`src/rtl/mc_cpu_control.sv`:
```
// Multi-cycle MIPS control FSM with memory wait states and latched interrupts.
// Define IRQ_VECTOR_EN for per-line IRQ priority; the default ORs all lines.
module mc_cpu_control #(
  parameter int IRQ_W  = 4,
  parameter int XP_REG = 26,
  parameter int RA_REG = 31
) (
  input  logic             clk,
  input  logic             reset,
  input  logic [31:0]      Instruct,
  input  logic             PC_sv,
  input  logic [IRQ_W-1:0] IRQ,
  input  logic             MemReady,
  input  logic             Zero,
  output logic             PCWr,
  output logic             IRWr,
  output logic             IorD,
  output logic             MemRd,
  output logic             MemWr,
  output logic             RegWr,
  output logic [2:0]       PCSrc,
  output logic [1:0]       RegDst,
  output logic [1:0]       MemToReg,
  output logic             ALUSrc1,
  output logic [1:0]       ALUSrc2,
  output logic [5:0]       ALUFun,
  output logic             Sign,
  output logic             EXTOp,
  output logic             LUOp,
  output logic [3:0]       Cause,
  output logic [2:0]       State
);

  if (IRQ_W < 1 || IRQ_W > 8 ||
      RA_REG > 31 || XP_REG > 31) begin : g_bad_param
    $error("mc_cpu_control: bad parameter");
  end

  localparam logic [2:0] S_FETCH  = 3'd0;
  localparam logic [2:0] S_DECODE = 3'd1;
  localparam logic [2:0] S_EXEC   = 3'd2;
  localparam logic [2:0] S_MEM    = 3'd3;
  localparam logic [2:0] S_WB     = 3'd4;
  localparam logic [2:0] S_TRAP   = 3'd5;

  localparam logic [5:0] F_ADD = 6'b000000;
  localparam logic [5:0] F_SUB = 6'b000001;
  localparam logic [5:0] F_AND = 6'b011000;
  localparam logic [5:0] F_OR  = 6'b011110;
  localparam logic [5:0] F_XOR = 6'b010110;
  localparam logic [5:0] F_NOR = 6'b010001;
  localparam logic [5:0] F_SLL = 6'b100000;
  localparam logic [5:0] F_SRL = 6'b100001;
  localparam logic [5:0] F_SRA = 6'b100011;
  localparam logic [5:0] F_EQ  = 6'b110011;
  localparam logic [5:0] F_LT  = 6'b110101;

  logic [2:0]       state, nxt;
  logic [3:0]       cause, cause_d;
  logic [IRQ_W-1:0] pend, clr_mask, clr;
  logic [1:0]       cause_idx;
  logic             ill, go_fetch;

  logic [5:0] op, funct;
  logic is_r, is_j, is_jal, is_jr, is_jalr, is_jmp;
  logic is_br, is_lw, is_sw, is_mem, is_imm;
  logic is_nop, r_ok, legal;

  assign op      = Instruct[31:26];
  assign funct   = Instruct[5:0];
  assign is_r    = op == 6'h00;
  assign is_j    = op == 6'h02;
  assign is_jal  = op == 6'h03;
  assign is_br   = op == 6'h04 || op == 6'h05;
  assign is_lw   = op == 6'h23;
  assign is_sw   = op == 6'h2b;
  assign is_mem  = is_lw || is_sw;
  assign is_imm  = op inside {[6'h08:6'h0f]};
  assign is_jr   = is_r && funct == 6'h08;
  assign is_jalr = is_r && funct == 6'h09;
  assign is_jmp  = is_j || is_jal || is_jr || is_jalr;
  assign is_nop  = Instruct == 32'h0;
  assign r_ok    = funct inside {6'h00, 6'h02, 6'h03,
                                 6'h08, 6'h09, [6'h20:6'h27],
                                 6'h2a, 6'h2b};
  assign legal   = (is_r && r_ok) || is_j || is_jal ||
                   is_br || is_imm || is_mem;

`ifdef IRQ_VECTOR_EN
  logic [2:0] pick, tidx;

  always_comb begin
    pick = '0;
    for (int i = IRQ_W - 1; i >= 0; i--)
      if (pend[i]) pick = 3'(i);
  end

  always_comb begin
    clr_mask = '0;
    for (int i = 0; i < IRQ_W; i++)
      clr_mask[i] = tidx == 3'(i);
  end

  always_ff @(posedge clk) begin
    if (!reset) tidx <= '0;
    else if (nxt == S_TRAP) tidx <= pick;
  end

  assign cause_idx = pick[1:0];
`else
  assign clr_mask  = '1;
  assign cause_idx = 2'b00;
`endif

  assign cause_d = ill ? 4'b1100 : {2'b10, cause_idx};
  // Illegal-op traps leave pending interrupts untouched.
  assign clr = (state == S_TRAP && !cause[2]) ? clr_mask : '0;

  always_ff @(posedge clk) begin
    if (!reset) begin
      state <= S_FETCH;
      cause <= '0;
      pend  <= '0;
    end else begin
      state <= nxt;
      pend  <= (pend & ~clr) | IRQ;
      if (nxt == S_TRAP) cause <= cause_d;
    end
  end

  always_comb begin
    nxt      = state;
    ill      = 1'b0;
    go_fetch = 1'b0;
    unique case (state)
      S_FETCH:  if (MemReady) nxt = S_DECODE;
      S_DECODE: begin
        if (!legal && !PC_sv) ill = 1'b1;
        else if (!legal || is_nop || is_jmp) go_fetch = 1'b1;
        else nxt = S_EXEC;
      end
      S_EXEC: begin
        if (is_br) go_fetch = 1'b1;
        else if (is_mem) nxt = S_MEM;
        else nxt = S_WB;
      end
      S_MEM: begin
        if (MemReady) begin
          if (is_sw) go_fetch = 1'b1;
          else nxt = S_WB;
        end
      end
      S_WB:    go_fetch = 1'b1;
      default: nxt = S_FETCH;
    endcase
    if (ill) nxt = S_TRAP;
    else if (go_fetch)
      nxt = (pend != '0 && !PC_sv) ? S_TRAP : S_FETCH;
  end

  logic [5:0] a_fun;
  logic [1:0] a_src2;
  logic       a_src1, a_sgn, a_ext, a_lu;

  always_comb begin
    a_fun  = F_ADD;
    a_src1 = 1'b0;
    a_src2 = 2'b00;
    a_sgn  = 1'b0;
    a_ext  = 1'b0;
    a_lu   = 1'b0;
    unique case (1'b1)
      is_r: begin
        case (funct)
          6'h20:   begin a_fun = F_ADD; a_sgn = 1'b1; end
          6'h22:   begin a_fun = F_SUB; a_sgn = 1'b1; end
          6'h23:   a_fun = F_SUB;
          6'h24:   a_fun = F_AND;
          6'h25:   a_fun = F_OR;
          6'h26:   a_fun = F_XOR;
          6'h27:   a_fun = F_NOR;
          6'h2a:   begin a_fun = F_LT; a_sgn = 1'b1; end
          6'h2b:   a_fun = F_LT;
          6'h00:   begin a_fun = F_SLL; a_src1 = 1'b1; end
          6'h02:   begin a_fun = F_SRL; a_src1 = 1'b1; end
          6'h03:   begin a_fun = F_SRA; a_src1 = 1'b1; end
          default: a_fun = F_ADD;
        endcase
      end
      is_imm: begin
        a_src2 = 2'b01;
        case (op)
          6'h08:   begin a_sgn = 1'b1; a_ext = 1'b1; end
          6'h09:   a_ext = 1'b1;
          6'h0a:   begin
            a_fun = F_LT; a_sgn = 1'b1; a_ext = 1'b1;
          end
          6'h0b:   begin a_fun = F_LT; a_ext = 1'b1; end
          6'h0c:   a_fun = F_AND;
          6'h0d:   a_fun = F_OR;
          6'h0e:   a_fun = F_XOR;
          default: a_lu = 1'b1;
        endcase
      end
      is_mem: begin a_src2 = 2'b01; a_ext = 1'b1; end
      // bne compares for equality so Zero=1 means "not equal".
      is_br: begin
        a_ext = 1'b1;
        a_fun = (op == 6'h04) ? F_SUB : F_EQ;
      end
      default: ;
    endcase
  end

  always_comb begin
    PCWr     = 1'b0;
    IRWr     = 1'b0;
    IorD     = 1'b0;
    MemRd    = 1'b0;
    MemWr    = 1'b0;
    RegWr    = 1'b0;
    PCSrc    = 3'b000;
    RegDst   = 2'b00;
    MemToReg = 2'b00;
    ALUSrc1  = 1'b0;
    ALUSrc2  = 2'b00;
    ALUFun   = 6'b0;
    Sign     = 1'b0;
    EXTOp    = 1'b0;
    LUOp     = 1'b0;
    if (reset) begin
      unique case (state)
        S_FETCH: begin
          MemRd   = 1'b1;
          ALUSrc2 = 2'b10;
          IRWr    = MemReady;
          PCWr    = MemReady;
        end
        S_DECODE: begin
          if (is_jmp) begin
            PCWr  = 1'b1;
            PCSrc = (is_jr || is_jalr) ? 3'b011 : 3'b010;
          end
          if (is_jal || is_jalr) begin
            RegWr    = 1'b1;
            RegDst   = 2'b10;
            MemToReg = 2'b10;
          end
        end
        S_EXEC: begin
          ALUFun  = a_fun;
          ALUSrc1 = a_src1;
          ALUSrc2 = a_src2;
          Sign    = a_sgn;
          EXTOp   = a_ext;
          LUOp    = a_lu;
          if (is_br) begin
            PCWr  = Zero;
            PCSrc = 3'b001;
          end
        end
        S_MEM: begin
          IorD  = 1'b1;
          MemRd = is_lw;
          MemWr = is_sw;
        end
        S_WB: begin
          RegWr    = 1'b1;
          RegDst   = is_r ? 2'b00 : 2'b01;
          MemToReg = is_lw ? 2'b01 : 2'b00;
        end
        S_TRAP: begin
          PCWr     = 1'b1;
          RegWr    = 1'b1;
          RegDst   = 2'b11;
          MemToReg = 2'b10;
          PCSrc    = cause[2] ? 3'b101 : 3'b100;
        end
        default: ;
      endcase
    end
  end

  assign Cause = cause;
  assign State = state;

endmodule

```
`config.mk`:
```
export PLATFORM = sky130hd
export DESIGN_NAME = mc_cpu_control
export DESIGN_NICKNAME = d
export VERILOG_FILES = /design/src/rtl/mc_cpu_control.sv
export SDC_FILE = /design/constraint.sdc
export NUM_CORES = 1
export LEC_CHECK = 0
export ABC_AREA = 1
export CAP_MARGIN = 20
export CORE_MARGIN = 4
export CORE_UTILIZATION = 39
export CTS_BUF_LIST = sky130_fd_sc_hd__clkbuf_2
export DETAILED_ROUTE_END_ITERATION = 8
export PLACE_DENSITY = 0.83
export SLEW_MARGIN = 20
export SYNTH_ARGS = -nofsm -noshare
export SYNTH_HDL_FRONTEND = slang
export SYNTH_SLANG_ARGS = --single-unit
```
`constraint.sdc`:
```
create_clock -name clk -period 2.6 [get_ports clk]
set_input_delay 0.78 -clock clk [delete_from_list [all_inputs] [get_ports clk]]
set_output_delay 0.78 -clock clk [all_outputs]
set_load 0.005 [all_outputs]
```
---- After elaboration in Yosys (flattened, before gate mapping) ----
Index checks and enable logic that the tools add are counted.
storage, ports and cells
  output and inout bits ................... 32
  word-level logic and storage cells ...... 159
  flip-flop bits (word level) ............. 11
operators by class
  bitwise operators ....................... 3
  equality and inequality tests ........... 32
  reductions and logical operators ........ 42
  mux-type cells .......................... 75
  order comparisons ....................... 4
operator list
  kind                  count
  $eq A6 B6 Y1 const B  11
  $eq A6 B4 Y1 const B  9
  $pmux W6 S9           1
  $mux W1               40
  $mux W3               12
  $logic_not A32 Y1     1
  $eq A6 B2 Y1 const B  4
  $pmux W6 S4           1
  $mux W6               3
  $pmux W6 S3           1
  $pmux W3 S5           1
  $logic_or A1 B1 Y1    14
  $reduce_or A2 Y1      7
  $eq A6 B3 Y1 const B  2
  $logic_not A6 Y1      2
  $pmux W2 S3           2
  $mux W2               5
  $eq A3 B3 Y1 const B  3
  $pmux W3 S3           1
  $logic_and A1 B1 Y1   8
  $pmux W1 S2           4
  $pmux W1 S4           2
  $reduce_bool A8 Y1    1
  $reduce_or A7 Y1      1
  16 further kinds      20

---- Longest topological paths before layout ----
Gate-level depths: netlist (run 1).
  word-level depth ........................ 18
  gate-level depth with buffers ........... 14

---- Worst setup path before layout (run 1) ----
No wires, ideal clock.
  path kind ............................... input to output
  start point ............................. input port Instruct[30]
  end point ............................... output port RegDst[1]
  slack ................................... 0.000 ns
  arrival ................................. 1.820 ns
  data required time ...................... 1.820 ns
  cell stages on the path ................. 9
  cell sequence ........................... nor2_4 inv_2 nor2_4 buf_6 nand3_1 a21oi_1 nor2_1 nor2_1 buf_4
between the ends
  word-level cells in the longest chain between the ends .. 6
ends and longest elaborated chain
  item                    RTL line  RTL
  start: declaration      10        input logic [31:0] Instruct,
  $logic_not A6 Y1        71        assign is_r = op == 6'h00;
  $logic_and A1 B1 Y1     80        assign is_jalr = is_r && funct == 6'h09;
  $logic_or A1 B1 Y1 (*)  244       if (is_jal || is_jalr) begin
  $mux W2 (*)             244
  $pmux W2 S3 (*)         232       unique case (state)
  $mux W2 (*)             231       if (reset) begin
  end: declaration        22        output logic [1:0] RegDst,
Mark *: on every way between the ends. The rest lies on a longest branch, timed or not.

---- Final worst setup path (run 1) ----
  start point ............................. input port Instruct[29]
  end point ............................... output port ALUFun[3]
between the ends
  word-level cells in the longest chain between the ends .. 6
ends and longest elaborated chain
  item                        RTL line  RTL
  $eq A6 B4 Y1                192       case (op)
  $reduce_or A2 Y1 (no line)  -
  $pmux W6 S4                 192
  $pmux W6 S3 (*)             172       unique case (1'b1)
  $mux W6 (*)                 232
  $mux W6 (*)                 231
  end: declaration            26        output logic [5:0] ALUFun,
Marked as above.

==> run_summary.xml, run 1 <==
<?xml version="1.0" encoding="UTF-8"?>
<metrics>
  <group name="power_and_ir_drop">
    <metric name="power_per_cell_area" unit="nW/um2">345</metric>
    <metric name="total_power" unit="uW">996</metric>
    <metric name="cellLeakagePower" unit="nW">1.38</metric>
    <metric name="power_frac_seq" unit="%">18.6</metric>
    <metric name="power.ir.vdd_worst" unit="uV">457</metric>
    <metric name="comb_power_share" unit="%">69.5</metric>
    <metric name="clock_power_share" unit="%">12.0</metric>
    <metric name="reported_net_switching_power" unit="uW">487</metric>
    <metric name="internal-power" unit="uW">509</metric>
    <metric name="switching_share" unit="%">48.9</metric>
  </group>
  <group name="floorplan">
    <metric name="floorplan.die_area" unit="um2">4120</metric>
    <metric name="row_count" unit="">20</metric>
    <metric name="dieHeight" unit="um">64.2</metric>
    <metric name="chipWidth" unit="um">64.2</metric>
    <metric name="floorplan.initialDensity" unit="%">40.7</metric>
    <metric name="core" unit="um2">3030</metric>
    <metric name="number_of_placed_i_o_pins" unit="">73</metric>
  </group>
  <group name="finish">
    <metric name="n_fill_cell" unit="">86</metric>
    <metric name="area_growth" unit="%">134</metric>
    <metric name="drive_above_1_share" unit="%">52.2</metric>
    <metric name="antenna_diode_count" unit="">0</metric>
    <metric name="layout_commonest_cell" unit="">buf_4</metric>
    <metric name="fin_util" unit="%">95.3</metric>
    <metric name="layout.nets" unit="">423</metric>
    <metric name="layout.cells.non_filler" unit="">425</metric>
    <metric name="postLayoutCellArea" unit="um2">2890</metric>
    <metric name="layout.cells.most_common_list" unit="">buf_4, nor2_1, clkdlybuf4s50_1</metric>
  </group>
  <group name="global_routing">
    <metric name="grt_overflow" unit="">0</metric>
    <metric name="grt_first_pass_wirelength" unit="um">11100</metric>
    <metric name="largest_net_degree_at_the_start_of_global_routing" unit="">11</metric>
    <metric name="grt_pass1_vias" unit="">2410</metric>
    <metric name="global_route_usage_over_all_layers" unit="%">34.4</metric>
    <metric name="antenna_found_initial" unit="">1</metric>
  </group>
  <group name="status">
    <metric name="failing_checks" unit="">negative setup slack</metric>
    <metric name="outcome" unit="">complete, but fails checks</metric>
  </group>
  <group name="sta">
    <metric name="post-route-period-util" unit="%">117</metric>
    <metric name="finalClockSkew" unit="ns">0.0338</metric>
    <metric name="finalHoldWorstSlack" unit="ns">0.573</metric>
    <metric name="hold_viol_final" unit="">0</metric>
    <metric name="max_freq" unit="MHz">329</metric>
    <metric name="rsz0062_at_grt" unit="">true</metric>
    <metric name="timing.final.setup_violations" unit="">17</metric>
    <metric name="timing_worst_slew_pin_value" unit="ns">0.689</metric>
    <metric name="post-route-min-period" unit="ns">3.04</metric>
    <metric name="timing_max_transition_violations_final" unit="">0</metric>
    <metric name="slew_headroom" unit="%">53.7</metric>
    <metric name="layout_setup_ws" unit="ns">-0.442</metric>
  </group>
  <group name="clocking">
    <metric name="cts_buffer_depth" unit="">2</metric>
    <metric name="clkLatencyLatePin" unit="ns">0.32</metric>
    <metric name="post_cts_hold_buffer_count" unit="">0</metric>
    <metric name="cts_tree" unit="">yes</metric>
    <metric name="cts.root.buffer_cell" unit="">clkbuf_2</metric>
    <metric name="clock_sinks" unit="">9</metric>
    <metric name="cts_made_buffers" unit="">3</metric>
    <metric name="clkSlewWorstSetupHoldPaths" unit="ns">0.11</metric>
    <metric name="clock_tree.htree_level_count" unit="">1</metric>
  </group>
  <group name="routing">
    <metric name="viasPerCell" unit="">6.21</metric>
    <metric name="vias" unit="">2638</metric>
    <metric name="antenna_violating_nets_post_route" unit="">0</metric>
    <metric name="finalWirelength" unit="um">10000</metric>
    <metric name="initialDrtViolationCount" unit="">371</metric>
    <metric name="first_pass_iters" unit="">5</metric>
    <metric name="route.detailed.wl_per_inst" unit="um">23.6</metric>
    <metric name="remaining_drc_errors" unit="">0</metric>
  </group>
  <group name="worst_setup_path">
    <metric name="cp_max_fo" unit="">6</metric>
    <metric name="critical_path_arrival" unit="ns">2.26</metric>
    <metric name="required" unit="ns">1.82</metric>
    <metric name="crit_type" unit="">in -&gt; out</metric>
    <metric name="start_kind" unit="">input port</metric>
    <metric name="critical_path_sink_type" unit="">output pin</metric>
  </group>
  <group name="synthesis">
    <metric name="postSynthAreaPerCell" unit="um2">5.28</metric>
    <metric name="synth_largest_type_area_fraction" unit="%">19.5</metric>
    <metric name="post_synth_main_area_contributors" unit="">nor2_1, dfxtp_1, nand2_1</metric>
    <metric name="synth_top_area_cell" unit="">nor2_1</metric>
    <metric name="synth_seq_cells" unit="">9</metric>
    <metric name="synth-seq-area-share" unit="%">14.6</metric>
    <metric name="yosysWarningCount" unit="">0</metric>
    <metric name="post_synth_instance_area" unit="um2">1230</metric>
    <metric name="synth_cells" unit="">233</metric>
    <metric name="synth.lib_cells_used.distinct" unit="">30</metric>
  </group>
  <group name="place">
    <metric name="place_inst" unit="">395</metric>
    <metric name="portBuffers" unit="">70</metric>
    <metric name="gpl.final_weighted_congestion" unit="">0.895</metric>
    <metric name="detailed_place.area" unit="um2">2360</metric>
    <metric name="dp.final_hpwl" unit="um">4010</metric>
  </group>
  <group name="worst_hold_path">
    <metric name="hold_path_class" unit="">reg -&gt; reg</metric>
  </group>
  <group name="job">
    <metric name="max-cap-violations" unit="">0</metric>
  </group>
</metrics>
through the flow:
stage	TNS (ns)	setup slack, ns
after global placement	-19.65	-0.993
after CTS	-0.352	-0.107
final	-2.67	-0.442
after detailed placement	-21.27	-1.10
after global routing	-3.54	-0.525
after floorplan	0	0.0141
cell type report:
type / instances / area (um2) / area share (%)
multi-input combinational: 183 / 1230 / 42.5
sequential: 9 / 180 / 6.24
inverter: 36 / 143 / 4.94
timing repair buffer: 149 / 1260 / 43.7
clock buffer: 4 / 20.0 / 0.694
tap: 44 / 55.1 / 1.91
final timing paths:
path | end | startpoint | depth (start not counted) | slack, ns
worst max register to register | State[2] | State[0] | 11 | 0.59
worst max-delay path | ALUFun[3] | Instruct[29] | 7 | -0.44
worst min register to register | pend[3] | pend[3] | 2 | 0.57
worst min-delay path | pend[3] | pend[3] | 2 | 0.57
power by group through the flow:
stage               sequential [mW]  clock, mW  combinational [mW]
finish                        0.185      0.119               0.692
global placement              0.178          0               0.500
global route                  0.186      0.119               0.722
CTS                           0.177     0.0975               0.541
detailed placement            0.181          0               0.514
floorplan                     0.185          0               0.222
critical path, cell delays in order:
cell and delay [ns]:
buf_6 0.12, nand2_1 0.12, buf_4 0.17, nor3_1 0.57, a31oi_1 0.09, nor2_1 0.17
clkdlybuf4s15_2 0.23
cells in the mapped netlist (all sizes together):
cell     count
a2111oi      1
a211oi       1
a21oi       15
a31oi        5
buf          4
clkbuf       2
clkinv       1
conb         1
dfxtp        9
inv         35
nand2       50
nand3       17
nand3b       1
nand4        4
nor2        69
nor3         6
nor4         1
o21ai        6
o221ai       1
o22ai        3
o41ai        1
kinds of logic (layout without fill, tap and decap cells):
group                  Yosys count  in the layout  share of synthesized area [%]
and+or+nand+nor                148            148                           54.8
buffers and inverters           42            189                           14.3
AOI/OAI and AO/OA               33             33                           16.0
DFF                              9              9                           14.6
other                            1              2                          0.305
timing repair:
action / CTS / global route
setup buffers: 22 / 7
resized for setup: 190 / 72
setup endpoints to repair: 29 / 28
pin swaps: 31 / 36
sequential cells by signal (all words and copies together), names as in the netlist:
signal / flops
pend: 4
State: 3
Cause: 2
routing by layer:
metal / routed length (um) / track usage [%] / up-vias
li1: - / - / 1049
met1: 3240 / 35.8 / 1164
met2: 4450 / 61.7 / 293
met3: 1180 / 7.91 / 132
met4: 1190 / 21.4 / 0
met5: 0 / 0 / -
No activity file was read; power rests on OpenSTA's default activity.
==> inputs of run 2 (changes only) <==
CAP_MARGIN = unset   (was 20)
CORE_UTILIZATION = 35   (was 39)
PLACE_DENSITY = 0.79   (was 0.83)
clock period = 2.51 ns   (was 2.6 ns; I/O delays follow)
==> run 2 against run 1 <==
Net effect:
- the run still ends with negative setup slack left
- critical path type unchanged
- sequential cell count is the same
- global-route usage fell by 11 points
- cell count decreased by 0.24%
- utilization shrank 14 points
- sequential power about the same
- via count down 19%
==> run_summary.xml, run 2 (synthesis gave the netlist of run 1 again) <==
<?xml version="1.0" encoding="UTF-8"?>
<metrics>
  <group name="status">
    <metric name="outcome" unit="">complete, but fails checks</metric>
    <metric name="failing_checks" unit="">negative setup slack</metric>
  </group>
  <group name="power_and_ir_drop">
    <metric name="cellLeakagePower" unit="nW">1.33</metric>
    <metric name="power.ir.vdd_worst" unit="uV">359</metric>
    <metric name="power_per_cell_area" unit="nW/um2">332</metric>
  </group>
  <group name="routing">
    <metric name="remaining_drc_errors" unit="">0</metric>
    <metric name="viasPerCell" unit="">5.02</metric>
    <metric name="finalWirelength" unit="um">6430</metric>
    <metric name="route.detailed.wl_per_inst" unit="um">15.2</metric>
    <metric name="vias" unit="">2127</metric>
    <metric name="initialDrtViolationCount" unit="">95</metric>
    <metric name="antenna_violating_nets_post_route" unit="">0</metric>
    <metric name="first_pass_iters" unit="">4</metric>
  </group>
  <group name="finish">
    <metric name="area_growth" unit="%">123</metric>
    <metric name="layout.cells.most_common_list" unit="">buf_4, nor2_1, nand2_1</metric>
    <metric name="antenna_diode_count" unit="">0</metric>
    <metric name="regMostFlops" unit="">pend</metric>
    <metric name="drive_above_1_share" unit="%">48.9</metric>
    <metric name="n_fill_cell" unit="">219</metric>
    <metric name="layout.nets" unit="">420</metric>
    <metric name="layout.cells.non_filler" unit="">424</metric>
    <metric name="largest_register_ff_count" unit="">4</metric>
    <metric name="layout_commonest_cell" unit="">buf_4</metric>
  </group>
  <group name="global_routing">
    <metric name="grt_first_pass_wirelength" unit="um">8380</metric>
    <metric name="grt_overflow" unit="">0</metric>
    <metric name="global_route_usage_over_all_layers" unit="%">23.2</metric>
    <metric name="antenna_found_initial" unit="">0</metric>
    <metric name="grt_pass1_vias" unit="">1950</metric>
    <metric name="largest_net_degree_at_the_start_of_global_routing" unit="">20</metric>
  </group>
  <group name="sta">
    <metric name="hold_viol_final" unit="">0</metric>
    <metric name="max_freq" unit="MHz">370</metric>
    <metric name="timing_max_transition_violations_final" unit="">0</metric>
    <metric name="layout_setup_ws" unit="ns">-0.195</metric>
    <metric name="rsz0062_at_grt" unit="">true</metric>
    <metric name="post-route-period-util" unit="%">108</metric>
    <metric name="post-route-min-period" unit="ns">2.70</metric>
    <metric name="timing.final.setup_violations" unit="">16</metric>
    <metric name="finalClockSkew" unit="ns">0.0159</metric>
    <metric name="fin_tns_setup" unit="ns">-2.18</metric>
  </group>
  <group name="place">
    <metric name="place_inst" unit="">392</metric>
    <metric name="gpl.final_weighted_congestion" unit="">0.880</metric>
    <metric name="dp_worst_setup_slack" unit="ns">-1.07</metric>
    <metric name="portBuffers" unit="">70</metric>
    <metric name="dp.final_hpwl" unit="um">3810</metric>
  </group>
  <group name="floorplan">
    <metric name="number_of_placed_i_o_pins" unit="">73</metric>
    <metric name="row_count" unit="">21</metric>
    <metric name="dieHeight" unit="um">67.3</metric>
    <metric name="core" unit="um2">3360</metric>
    <metric name="floorplan.die_area" unit="um2">4530</metric>
    <metric name="chipWidth" unit="um">67.3</metric>
    <metric name="floorplan.initialDensity" unit="%">36.6</metric>
  </group>
  <group name="clocking">
    <metric name="cts_made_buffers" unit="">3</metric>
    <metric name="cts_tree" unit="">yes</metric>
    <metric name="clkLatencyLatePin" unit="ns">0.27</metric>
    <metric name="clock_sinks" unit="">9</metric>
    <metric name="clock_tree.htree_level_count" unit="">1</metric>
    <metric name="cts_buffer_depth" unit="">2</metric>
    <metric name="cts.root.buffer_cell" unit="">clkbuf_2</metric>
    <metric name="post_cts_hold_buffer_count" unit="">0</metric>
    <metric name="clkSlewWorstSetupHoldPaths" unit="ns">0.08</metric>
  </group>
  <group name="worst_setup_path">
    <metric name="critPathMostFrequentCell" unit="">buf_6</metric>
    <metric name="required" unit="ns">1.76</metric>
    <metric name="crit_path_max_incr_delay" unit="ns">0.18</metric>
    <metric name="path_cells" unit="">buf_6 -&gt; nor2_4 -&gt; inv_4 -&gt; nor2_4 -&gt; buf_4 -&gt; buf_6 -&gt; buf_6 -&gt; o21ai_4 -&gt; a31oi_1 -&gt; buf_2</metric>
    <metric name="startpoint" unit="">Instruct[31]</metric>
    <metric name="crit_end" unit="">ALUFun[0]</metric>
    <metric name="reg2reg_to" unit="">State[2]</metric>
    <metric name="reg2reg_depth" unit="">10</metric>
    <metric name="critical_path_arrival" unit="ns">1.95</metric>
    <metric name="cp_max_fo" unit="">6</metric>
    <metric name="worst_path_max_delay_cell" unit="">nor2_4</metric>
    <metric name="register_to_register_setup_slack" unit="ns">0.82</metric>
    <metric name="start_kind" unit="">input port</metric>
    <metric name="critical_path_sink_type" unit="">output pin</metric>
    <metric name="timing.rr.start" unit="">State[0]</metric>
    <metric name="crit_type" unit="">in -&gt; out</metric>
  </group>
  <group name="job">
    <metric name="max-cap-violations" unit="">0</metric>
  </group>
  <group name="worst_hold_path">
    <metric name="hold_path_class" unit="">reg -&gt; reg</metric>
  </group>
</metrics>
run 2: cell count changes in the layout (fill, tap and decap cells not counted), moves of 2 or more:
| cell | change |
|---|---|
| buf_2 | +5 |
| buf_6 | -4 |
| clkbuf_2 | -3 |
| clkdlybuf4s50_1 | +2 |
| inv_1 | +2 |
| inv_2 | -2 |
| nand2_1 | +4 |
| nand2_4 | -5 |
| nand3_2 | +2 |
| nand3_4 | -3 |
| nor2_1 | +5 |
| nor2_2 | -2 |
| nor2_4 | -3 |
run 2: how the worst min path moves through the flow:
stage	to	slack, ns	from	depth (start not counted)
floorplan	pend[1]	0.46	pend[1]	2
global placement	pend[3]	0.47	pend[3]	2
detailed placement	pend[3]	0.49	pend[3]	2
CTS	pend[2]	0.51	pend[2]	2
global route	pend[0]	0.53	pend[0]	2
finish	pend[3]	0.50	pend[3]	2
run 2: routing by layer:
metal | global-route usage (%) | share of wire [%] | vias up
met1 | 28.9 | 40 | 972
li1 | - | - | 1038
met4 | 3.04 | 3.9 | 0
met2 | 42.0 | 51 | 85
met3 | 4.33 | 4.6 | 32
met5 | 0 | 0 | -
run 2: report_power, final:
part / internal, mW / total (mW) / switching, mW
Sequential: 0.167 / 0.184 / 0.0167
Combinational: 0.309 / 0.627 / 0.318
Clock: 0.0422 / 0.0986 / 0.0564
Total: 0.519 / 0.910 / 0.391
run 2: timing repair:
item,in CTS,in global routing
setup endpoints to repair,28,22
setup buffers,18,11
pin swaps,30,13
resized for setup,184,44
run 2: layout make-up:
type,instances,area [um2],share of cell area [%]
sequential,9,180,6.57
timing repair buffer,146,1210,44.3
clock buffer,4,20.0,0.730
inverter,36,143,5.20
multi-input combinational,183,1130,41.1
tap,46,57.6,2.10
run 2: critical path: cells and delay by family:
| kind | cells | cell delay (ns) |
|---|---|---|
| and+or+nand+nor | 2 | 0.32 |
| buffers and inverters | 6 | 0.63 |
| AOI/OAI and AO/OA | 2 | 0.24 |
run 2: stage by stage:
step	total power [mW]	utilization (%)	hold WS, ns	cell area (um2)
6_report	0.910	81.5	0.502	2740
4_1_cts	0.839	76.5	0.509	2570
5_1_grt	0.962	81.5	0.527	2740
3_5_place_dp	0.722	69.2	0.490	2330
2_1_floorplan	0.421	-	0.456	1250
3_3_place_gp	0.711	69.2	0.468	2330
==> inputs of run 3 (changes only) <==
CTS_CLUSTER_DIAMETER = 60   (was unset)
RECOVER_POWER = 100   (was unset)
==> run 3 against run 2 <==
Net effect:
- the flow still finishes with violations (negative setup slack)
- via count rose by 0.14%
- first-iteration DRC count grew 6.3%
- die area unchanged
- sequential power about the same
- cell count unchanged
- wire length decreased by 0.37%
- utilization down 0.074 points
- hold slack barely moved
- critical path type unchanged
- clock power is essentially flat
==> run_summary.xml, run 3 (synthesis gave the netlist of run 1 again) <==
<?xml version="1.0" encoding="UTF-8"?>
<metrics>
  <group name="status">
    <metric name="outcome" unit="">complete, but fails checks</metric>
    <metric name="failing_checks" unit="">negative setup slack</metric>
  </group>
  <group name="routing">
    <metric name="finalWirelength" unit="um">6410</metric>
    <metric name="viasPerCell" unit="">5.02</metric>
    <metric name="remaining_drc_errors" unit="">0</metric>
    <metric name="route.detailed.wl_per_inst" unit="um">15.1</metric>
    <metric name="antenna_violating_nets_post_route" unit="">0</metric>
    <metric name="initialDrtViolationCount" unit="">101</metric>
    <metric name="first_pass_iters" unit="">6</metric>
    <metric name="vias" unit="">2130</metric>
  </group>
  <group name="global_routing">
    <metric name="grt_overflow" unit="">0</metric>
    <metric name="grt_pass1_vias" unit="">1950</metric>
    <metric name="global_route_usage_over_all_layers" unit="%">23.2</metric>
    <metric name="antenna_found_initial" unit="">0</metric>
    <metric name="grt_first_pass_wirelength" unit="um">8380</metric>
    <metric name="largest_net_degree_at_the_start_of_global_routing" unit="">20</metric>
  </group>
  <group name="clocking">
    <metric name="clkLatencyLatePin" unit="ns">0.27</metric>
    <metric name="cts_buffer_depth" unit="">2</metric>
    <metric name="clkSlewWorstSetupHoldPaths" unit="ns">0.08</metric>
    <metric name="clock_sinks" unit="">9</metric>
    <metric name="post_cts_hold_buffer_count" unit="">0</metric>
    <metric name="clock_tree.htree_level_count" unit="">1</metric>
    <metric name="cts_made_buffers" unit="">3</metric>
    <metric name="cts.root.buffer_cell" unit="">clkbuf_2</metric>
    <metric name="cts_tree" unit="">yes</metric>
  </group>
  <group name="floorplan">
    <metric name="floorplan.die_area" unit="um2">4530</metric>
    <metric name="floorplan.initialDensity" unit="%">36.6</metric>
    <metric name="row_count" unit="">21</metric>
    <metric name="core" unit="um2">3360</metric>
    <metric name="chipWidth" unit="um">67.3</metric>
    <metric name="number_of_placed_i_o_pins" unit="">73</metric>
    <metric name="dieHeight" unit="um">67.3</metric>
  </group>
  <group name="sta">
    <metric name="post-route-period-util" unit="%">108</metric>
    <metric name="finalHoldWorstSlack" unit="ns">0.502</metric>
    <metric name="timing_max_transition_violations_final" unit="">0</metric>
    <metric name="fin_tns_setup" unit="ns">-2.18</metric>
    <metric name="post-route-min-period" unit="ns">2.71</metric>
    <metric name="max_freq" unit="MHz">370</metric>
    <metric name="timing.final.setup_violations" unit="">16</metric>
    <metric name="finalClockSkew" unit="ns">0.0149</metric>
    <metric name="rsz0062_at_grt" unit="">true</metric>
    <metric name="layout_setup_ws" unit="ns">-0.195</metric>
    <metric name="hold_viol_final" unit="">0</metric>
  </group>
  <group name="place">
    <metric name="portBuffers" unit="">70</metric>
    <metric name="gpl.final_weighted_congestion" unit="">0.880</metric>
    <metric name="dp.final_hpwl" unit="um">3810</metric>
    <metric name="place_inst" unit="">392</metric>
  </group>
  <group name="worst_setup_path">
    <metric name="crit_cells" unit="">10</metric>
    <metric name="cp_num_buf_inv" unit="">6</metric>
    <metric name="crit_type" unit="">in -&gt; out</metric>
    <metric name="critPathMostFrequentCell" unit="">buf_6</metric>
    <metric name="startpoint" unit="">Instruct[31]</metric>
    <metric name="critical_path_arrival" unit="ns">1.95</metric>
    <metric name="path_cells" unit="">buf_6 -&gt; nor2_4 -&gt; inv_4 -&gt; nor2_4 -&gt; buf_4 -&gt; buf_6 -&gt; buf_6 -&gt; o21ai_4 -&gt; a31oi_1 -&gt; buf_2</metric>
    <metric name="required" unit="ns">1.76</metric>
    <metric name="cp_top_family" unit="">buffers and inverters</metric>
    <metric name="start_kind" unit="">input port</metric>
    <metric name="reg2reg_depth" unit="">10</metric>
    <metric name="crit_path_max_incr_delay" unit="ns">0.18</metric>
    <metric name="cp_max_fo" unit="">6</metric>
    <metric name="reg2reg_to" unit="">State[2]</metric>
    <metric name="register_to_register_setup_slack" unit="ns">0.82</metric>
    <metric name="critical_path_sink_type" unit="">output pin</metric>
    <metric name="worst_path_max_delay_cell" unit="">nor2_4</metric>
    <metric name="crit_end" unit="">ALUFun[0]</metric>
    <metric name="timing.rr.start" unit="">State[0]</metric>
  </group>
  <group name="power_and_ir_drop">
    <metric name="comb_power_share" unit="%">68.9</metric>
    <metric name="total_power" unit="uW">909</metric>
    <metric name="power_per_cell_area" unit="nW/um2">332</metric>
    <metric name="switching_share" unit="%">43.0</metric>
    <metric name="reported_net_switching_power" unit="uW">391</metric>
    <metric name="power_frac_seq" unit="%">20.3</metric>
    <metric name="cellLeakagePower" unit="nW">1.33</metric>
    <metric name="power.ir.vdd_worst" unit="uV">360</metric>
    <metric name="internal-power" unit="uW">518</metric>
    <metric name="clock_power_share" unit="%">10.9</metric>
  </group>
  <group name="finish">
    <metric name="area_growth" unit="%">122</metric>
    <metric name="regMostFlops" unit="">pend</metric>
    <metric name="largest_register_ff_count" unit="">4</metric>
    <metric name="layout_commonest_cell" unit="">buf_4</metric>
    <metric name="layout.cells.non_filler" unit="">424</metric>
    <metric name="antenna_diode_count" unit="">0</metric>
    <metric name="layout.nets" unit="">420</metric>
    <metric name="drive_above_1_share" unit="%">48.7</metric>
    <metric name="layout.cells.most_common_list" unit="">buf_4, nor2_1, nand2_1</metric>
  </group>
  <group name="worst_hold_path">
    <metric name="worstHoldStart" unit="">pend[3]</metric>
    <metric name="hold_path_class" unit="">reg -&gt; reg</metric>
    <metric name="instance_count_along_the_most_critical_hold_path" unit="">2</metric>
  </group>
  <group name="job">
    <metric name="max-cap-violations" unit="">0</metric>
  </group>
</metrics>
[run 3: cell types whose count changed in the layout (fill, tap and decap cells not counted)]
cell / change
nor2_2: -1
nor2_1: +1
[run 3: routing by layer]
layer / GRT usage, % / routed length, um / part of all wire, % / vias up
met4: 3.04 / 246 / 3.8 / 0
met5: 0 / 0 / 0 / -
met1: 28.9 / 2560 / 40 / 978
met2: 42.0 / 3300 / 52 / 87
met3: 4.33 / 303 / 4.7 / 29
li1: - / - / - / 1036
[run 3: worst min-delay path by stage]
stage	endpoint	slack, ns
final	pend[3]	0.50
after global placement	pend[3]	0.47
after floorplan	pend[1]	0.46
after detailed placement	pend[3]	0.49
after global routing	pend[0]	0.53
after CTS	pend[2]	0.51
[run 3: final cells by class]
type                            count  area [um2]
Clock buffer                        4        20.0
Timing Repair Buffer              146        1210
Inverter                           36         143
Multi-Input combinational cell    183        1120
Sequential cell                     9         180
Tap cell                           46        57.6
Fill cell                         220         624
[run 3: repair_timing]
item	CTS	global route
gates resized for setup	184	44
endpoints found under the setup margin	28	22
pin swaps	30	13
setup buffers	18	11
[run 3: stage by stage]
stage               setup WS [ns]  cell area [um2]  util, %
floorplan                 -0.0219             1250        -
global placement            -1.02             2330     69.2
detailed placement          -1.07             2330     69.2
CTS                        -0.137             2570     76.5
global route               -0.259             2740     81.4
finish                     -0.195             2740     81.4
[run 3: power groups by stage]
stage	clock, mW	sequential [mW]	combinational [mW]
after floorplan	0	0.191	0.230
after global placement	0	0.184	0.527
after detailed placement	0	0.185	0.537
after CTS	0.0928	0.182	0.565
after global routing	0.106	0.186	0.669
final	0.0987	0.184	0.626
[run 3: worst min-delay path: stages (launching register included)]
cell and delay (ns):
dfxtp_1 0.34, a21oi_1 0.06, nor2_1 0.07
